[config.mk]
export PLATFORM = sky130hd
export DESIGN_NAME = segre_mem_arbiter
export DESIGN_NICKNAME = d
export VERILOG_FILES = /design/src/rtl/segre_mem_arbiter.sv
export SDC_FILE = /design/constraint.sdc
export NUM_CORES = 1
export LEC_CHECK = 0
export ABC_AREA = 0
export CORE_AREA = 2 2 107 109
export CTS_BUF_LIST = sky130_fd_sc_hd__clkbuf_8
export CTS_CLUSTER_DIAMETER = 40
export DETAILED_ROUTE_END_ITERATION = 10
export DIE_AREA = 0 0 109 111
export DONT_BUFFER_PORTS = 1
export SLEW_MARGIN = 25
export SYNTH_ARGS = -nofsm -noshare
export SYNTH_HDL_FRONTEND = slang
export SYNTH_SLANG_ARGS = --single-unit
export TNS_END_PERCENT = 50
[constraint.sdc]
create_clock -name clk_i -period 2 [get_ports clk_i]
set_input_delay 0.2 -clock clk_i [delete_from_list [all_inputs] [get_ports clk_i]]
set_output_delay 0.2 -clock clk_i [all_outputs]
set_load 0.05 [all_outputs]
[src/rtl/segre_mem_arbiter.sv]
// Round-robin arbiter from N requestor ports onto one core/memory handshake port.
// Requests are captured into registered mem_* outputs; a watchdog aborts a stalled access.
module segre_mem_arbiter #(
  parameter int unsigned N_PORTS = 2,
  parameter int unsigned ADDR_W  = 32,
  parameter int unsigned DATA_W  = 32,
  parameter int unsigned DTYPE_W = 2,
  parameter int unsigned TIMEOUT = 1024
) (
  input  logic                         clk_i,
  input  logic                         rsn_i,
  input  logic [N_PORTS-1:0]           req_rd_i,
  input  logic [N_PORTS-1:0]           req_wr_i,
  input  logic [N_PORTS*ADDR_W-1:0]    req_addr_i,
  input  logic [N_PORTS*DATA_W-1:0]    req_wr_data_i,
  input  logic [N_PORTS*DTYPE_W-1:0]   req_data_type_i,
  output logic [N_PORTS-1:0]           req_ready_o,
  output logic                         req_err_o,
  output logic [DATA_W-1:0]            req_rd_data_o,
  output logic                         mem_rd_o,
  output logic                         mem_wr_o,
  output logic [ADDR_W-1:0]            mem_addr_o,
  output logic [DATA_W-1:0]            mem_wr_data_o,
  output logic [DTYPE_W-1:0]           mem_data_type_o,
  input  logic [DATA_W-1:0]            mem_rd_data_i,
  input  logic                         mem_ready_i
);

  localparam int unsigned IDX_W = (N_PORTS > 1) ? $clog2(N_PORTS) : 1;
  localparam int unsigned CNT_W = (TIMEOUT > 0) ? $clog2(TIMEOUT + 1) : 1;
  localparam logic [CNT_W-1:0] CNT_LAST = CNT_W'(TIMEOUT - 1);

  typedef enum logic {IDLE, BUSY} state_t;

  state_t               state_q, state_d;
  logic [IDX_W-1:0]     last_q, last_d;
  logic [IDX_W-1:0]     grant_q, grant_d;
  logic [CNT_W-1:0]     wd_q, wd_d;
  logic                 mem_rd_q, mem_rd_d;
  logic                 mem_wr_q, mem_wr_d;
  logic [ADDR_W-1:0]    mem_addr_q, mem_addr_d;
  logic [DATA_W-1:0]    mem_wr_data_q, mem_wr_data_d;
  logic [DTYPE_W-1:0]   mem_data_type_q, mem_data_type_d;

  logic [N_PORTS-1:0]   req_any;
  logic                 win_found;
  logic [IDX_W-1:0]     win_idx;
  int unsigned          cand;
  logic                 wd_hit;

  assign req_any = req_rd_i | req_wr_i;
  assign wd_hit  = (TIMEOUT != 0) && (wd_q == CNT_LAST);

  // Scan starts just past the last grant, so the most recent winner is tried last.
  always_comb begin
    win_found = 1'b0;
    win_idx   = last_q;
    cand      = 0;
    for (int unsigned i = 1; i <= N_PORTS; i++) begin
      cand = (int'(last_q) + i) % N_PORTS;
      if (!win_found && req_any[IDX_W'(cand)]) begin
        win_found = 1'b1;
        win_idx   = IDX_W'(cand);
      end
    end
  end

  always_comb begin
    state_d         = state_q;
    last_d          = last_q;
    grant_d         = grant_q;
    wd_d            = wd_q;
    mem_rd_d        = mem_rd_q;
    mem_wr_d        = mem_wr_q;
    mem_addr_d      = mem_addr_q;
    mem_wr_data_d   = mem_wr_data_q;
    mem_data_type_d = mem_data_type_q;
    req_ready_o     = '0;
    req_err_o       = 1'b0;
    req_rd_data_o   = '0;
    case (state_q)
      IDLE: begin
        wd_d = '0;
        if (win_found) begin
          grant_d         = win_idx;
          last_d          = win_idx;
          mem_wr_d        = req_wr_i[win_idx];
          mem_rd_d        = req_rd_i[win_idx] & ~req_wr_i[win_idx];
          mem_addr_d      = req_addr_i[win_idx*ADDR_W +: ADDR_W];
          mem_wr_data_d   = req_wr_data_i[win_idx*DATA_W +: DATA_W];
          mem_data_type_d = req_data_type_i[win_idx*DTYPE_W +: DTYPE_W];
          state_d         = BUSY;
        end
      end
      BUSY: begin
        if (mem_ready_i || wd_hit) begin
          // Ready takes precedence over a coincident watchdog expiry.
          req_ready_o[grant_q] = 1'b1;
          req_err_o            = ~mem_ready_i;
          req_rd_data_o        = mem_ready_i ? mem_rd_data_i : '0;
          mem_rd_d             = 1'b0;
          mem_wr_d             = 1'b0;
          wd_d                 = '0;
          state_d              = IDLE;
        end else if (TIMEOUT != 0) begin
          wd_d = wd_q + 1'b1;
        end
      end
      default: state_d = IDLE;
    endcase
  end

  always_ff @(posedge clk_i) begin
    if (!rsn_i) begin
      state_q         <= IDLE;
      last_q          <= IDX_W'(N_PORTS - 1);
      grant_q         <= '0;
      wd_q            <= '0;
      mem_rd_q        <= 1'b0;
      mem_wr_q        <= 1'b0;
      mem_addr_q      <= '0;
      mem_wr_data_q   <= '0;
      mem_data_type_q <= '0;
    end else begin
      state_q         <= state_d;
      last_q          <= last_d;
      grant_q         <= grant_d;
      wd_q            <= wd_d;
      mem_rd_q        <= mem_rd_d;
      mem_wr_q        <= mem_wr_d;
      mem_addr_q      <= mem_addr_d;
      mem_wr_data_q   <= mem_wr_data_d;
      mem_data_type_q <= mem_data_type_d;
    end
  end

  assign mem_rd_o        = mem_rd_q;
  assign mem_wr_o        = mem_wr_q;
  assign mem_addr_o      = mem_addr_q;
  assign mem_wr_data_o   = mem_wr_data_q;
  assign mem_data_type_o = mem_data_type_q;

endmodule

Word-level counts from Yosys, hierarchy flattened --
Index checks and enable logic that the tools add are counted.
Operators by class: shift operators 3, reduce and logical (&&, ||, !) cells 6, magnitude comparators 5, equality and inequality tests 3, multiplexer cells 31, bitwise operators 5, $add $sub $neg 3
Operators with widths (count):
- indexed part select 64 x 7 -> 32 bit | 2
- two-way mux 32 bit | 3
- case mux 11 bit (2 select lines) | 1
- two-way mux 1 bit | 20
- adder 11 x 1 -> 11 bit (second input constant) | 1
- == test 11 x 10 -> 1 bit (second input constant) | 1
- two-way mux 11 bit | 1
- < comparator 1 x 2 -> 1 bit (second input constant) | 4
- case mux 1 bit (2 select lines) | 3
- two-way mux 2 bit | 2
- AND reduction 2 bit | 2
- indexed part select 4 x 3 -> 2 bit | 1
- NOT 1 bit | 3
- adder 1 bit (second input constant) | 2
- logical AND 1 bit | 2
- inequality test 2 x 1 -> 1 bit (second input constant) | 1
- inequality test 2 bit (second input constant) | 1
- OR 2 bit | 1
- bitwise AND 1 bit | 1
- demux 1 bit (select 1 bit) | 1
- greater-or-equal comparator 1 bit (second input constant) | 1
- zero test 1 bit | 1
- logical OR 1 bit | 1
Storage, ports and cells: input bits 171, output and inout port bits 103, register bits 82, word-level logic and storage cells 65

Longest topological paths before layout --
depth in word-level cells 13, depth in mapped cells 6, mapped depth without buffers 5

Worst setup path after synthesis --
OpenSTA, ideal clock, no wires.
path kind flip-flop to output port, start point register wd_q[0], end point output req_ready_o[0], data required time 1.800 ns, arrival 1.763 ns, cell stages (with the launch flop) 6, buffers on the path 0, slack 0.037 ns, path through dfxtp_1 -> ha_1 -> and3_1 -> and3_1 -> o21a_1 -> nor2b_1
On the way: cells in the longest elaborated chain, start to end 4
Ends and longest elaborated chain:
- start: declaration | line 38 | logic [CNT_W-1:0] wd_q, wd_d;
- start signal: assignment | line 128 | wd_q <= wd_d;
- == test 11 x 10 -> 1 bit | line 52 | assign wd_hit = (TIMEOUT != 0) && (wd_q == CNT_LAST);
- logical OR 1 bit | line 96 | if (mem_ready_i || wd_hit) begin
- two-way mux 2 bit | line 96
- two-way mux 2 bit | line 81 | case (state_q)
- end: declaration | line 17 | output logic [N_PORTS-1:0] req_ready_o,
Every way passes these cells.

Worst setup path in the final report --
start point register wd_q[1], end point output req_ready_o[1]
The elaborated chain is that of the path after synthesis.

==> impl_metrics.yaml <==
status:
  status: "complete, no violations"
timing:
  fin_setup_tns_ns: 0
  setup_viol: 0
  max_freq_mhz: 516.3
  period_share_pct: 96.84
  slew_headroom_pct: 61.94
  finalMaxSlewViolations: 0
  tightest_slew_ns: 0.5701
  rsz0062_at_grt: "yes"
  hold_viol: 0
  fin_worst_skew_ns: 0.01012
  worst_slack_ns: 0.06329
  fin_crit_ns: 1.937
setup_path:
  critPathArrivalTime_ns: 1.74
  crit_path_end_kind: "output port"
  criticalPathCategory: "flip-flop to output port"
  required_ns: 1.80
  crit_path_max_fanout: 4
  critPathLaunchType: "flip-flop"
synth:
  synth_top_family_by_area: "compound AO/OA/AOI/OAI gates"
  synth_mux_area_share_pct: 17.81
  syn_area_um2: 3710
  yosysUniqueCellTypes: 33
  synth_fa_ha_area_share_pct: 0.3373
  synth_warnings: 0
  synthCells: 413
  ys_ff_latch: 82
  synth_nets: 585
  yosysSeqAreaShare_pct: 44.25
  synth_compound_area_share_pct: 20.27
  yosys.area_share.simple_pct: 10.83
  avgSynthCellArea_um2: 8.983
  synth_xor_xnor_area_share_pct: 1.889
floorplanning:
  core_area_um2: 11080
  die_h_um: 111
  initial_utilization_pct: 33.49
  num_rows: 39
  die_area_um2: 12100
  ios: 274
  fp.dieW_um: 109
power_and_ir_drop:
  power_leakage_nw: 1.972
  p_per_area_nw_per_um2: 1068
  p_total_mw: 4.660
  ir_worst_vdd_uv: 593.4
drt:
  routed_wl_um: 9886
  wl_met1_um: 3657
  drc_errors: 0
  wl_met3_um: 778
  drtAntennaViolNets: 0
  wl_per_cell_um: 17.10
  drt_iter0_markers: 114
  met2_length_um: 5284
  top_layer: "met4"
  drt-pass1-iter-count: 4
  num_vias: 3101
  vias_per_cell: 5.365
job:
  maxCapViolCount: 0
finish:
  fin_util_pct: 39.39
  layout.nets: 603
  layout-drive-gt1-share_pct: 15.63
  antenna_cells: 0
  areaGrowthSynthToFinish_pct: 17.61
placed_design:
  post-dp-hpwl_um: 7041
  place_congestion: 0.7490
  port_buffers: 0
  pre_cts_ws_ns: 0.1945
clock_tree:
  cts_buffers: 9
  root_buffer: "clkbuf_8"
  cts_tree: "built"
  cts.clk_slew.worst_paths_ns: 0.08
  htree_levels: 3
  clock_path_buffers: 2
  clkSinkCount: 82
  clk_latency_ns: 0.34
global_route:
  grt_max_degree: 136
  grt_usage_pct: 15.30
  grt.overflow.total: 0
  grt_pass1_wl_um: 14430
  first_global_vias: 2926
  antenna_found_initial: 0
hold_path:
  hold_path_class: "input port to flip-flop"
through the flow:
step           instance area [um^2]  hold slack, ns  cells
5_1_grt                        4363         0.02640    578
3_3_place_gp                   4086          0.3058    560
6_report                       4363         0.03460    578
2_1_floorplan                  3710          0.3973    413
3_5_place_dp                   4086          0.3048    560
4_1_cts                        4352         0.01011    578
critical path: stages, from the launching register on:
cell and delay, ns:
dfxtp_2 0.33, ha_2 0.18, and3_1 0.19, and3_4 0.17, o21a_4 0.22, and2_4 0.17, buf_12 0.14
sequential cells by signal (all words and copies together), names as in the netlist:
register         cells
last_q               1
mem_wr_o             1
mem_rd_o             1
mem_addr_o          32
mem_data_type_o      2
mem_wr_data_o       32
state_q              1
wd_q                11
grant_q              1
logic make-up (layout without fill, tap and decap cells):
| logic type | count (synthesis) | after routing |
|---|---|---|
| AO/OA/AOI/OAI | 145 | 145 |
| flip-flops | 82 | 82 |
| AND/OR/NAND/NOR | 72 | 72 |
| multiplexers | 66 | 66 |
| buffers and inverters | 39 | 61 |
| XOR/XNOR | 8 | 8 |
| adder cells (fa/ha/maj) | 1 | 1 |
cell type report:
class                   count  area, um^2
flip-flops and latches     82        1644
multi-input cells         292        1938
clock buffers               9       123.9
inverters                   2       7.507
well taps                 143       178.9
repair buffers             44       386.6
fillers                  1137        6714
clock inverters             6       83.83
cell usage after synthesis (all sizes together):
library cell	n	area, um^2
nor2b	1	6.260
and3	35	219.0
buf	8	55.05
o31ai	1	12.51
nor2	15	56.30
clkbuf	29	108.9
or2	1	6.260
nand2b	1	6.260
xor2	4	35.03
a31o	1	8.760
mux2i	66	660.6
nand2	6	22.52
inv	2	7.510
o22ai	2	12.51
nand3b	1	7.510
and3b	2	17.52
a21o	1	7.510
a21oi	69	349.1
dfxtp	82	1642
o21a	1	7.510
nor3b	1	7.510
a31oi	1	6.260
and4	1	8.760
o211ai	1	7.510
ha	1	12.51
and2	1	6.260
nand4	2	12.51
nand3	5	25.02
xnor2	4	35.03
o21ai	68	340.3
metal layers:
layer	track usage [%]	vias up
met3	4.350	9
li1	-	1527
met2	28.61	164
met5	0	-
met1	15.48	1401
met4	6.239	0
layout by cell type (no fill, tap or decap), drive strengths merged, types with 3 or more instances in the layout:
| cell type | synthesis | layout |
|---|---|---|
| o21ai | 68 | 68 |
| dfxtp | 82 | 82 |
| nand3 | 5 | 5 |
| inv | 2 | 3 |
| nor2 | 15 | 15 |
| mux2i | 66 | 66 |
| xnor2 | 4 | 4 |
| a21oi | 69 | 69 |
| and3 | 35 | 35 |
| buf | 8 | 43 |
| nand2 | 6 | 6 |
| xor2 | 4 | 4 |
| clkbuf | 29 | 9 |
path summary, 6_finish.rpt:
path	startpoint	endpoint	slack (ns)	depth (start not counted)
worst min register to register	wd_q[0]$_SDFF_PP0_	wd_q[0]$_SDFF_PP0_	0.43	1
worst max register to register	last_q$_SDFFE_PN1P_	mem_addr_o[0]$_SDFFE_PN0P_	0.28	5
worst min-delay path	rsn_i	mem_wr_o$_SDFFE_PN0P_	0.03	2
worst max-delay path	wd_q[1]$_SDFF_PP0_	req_ready_o[1]	0.06	6
repair_timing:
action                                  in CTS  in global routing
hold endpoints to repair                    66                  0
gates resized for setup                      7                  3
endpoints found under the setup margin       2                  2
setup buffers                                1                  0
pin swaps                                    1                  0
hold buffers                                 2                  0
cloned                                       0                  0
power breakdown:
group	switching (mW)	internal, mW	leakage, nW
combinational	0.536	0.334	1.19
sequential	0.713	1.82	0.681
clock	0.570	0.690	0.103
No activity file was read; power rests on OpenSTA's default activity.
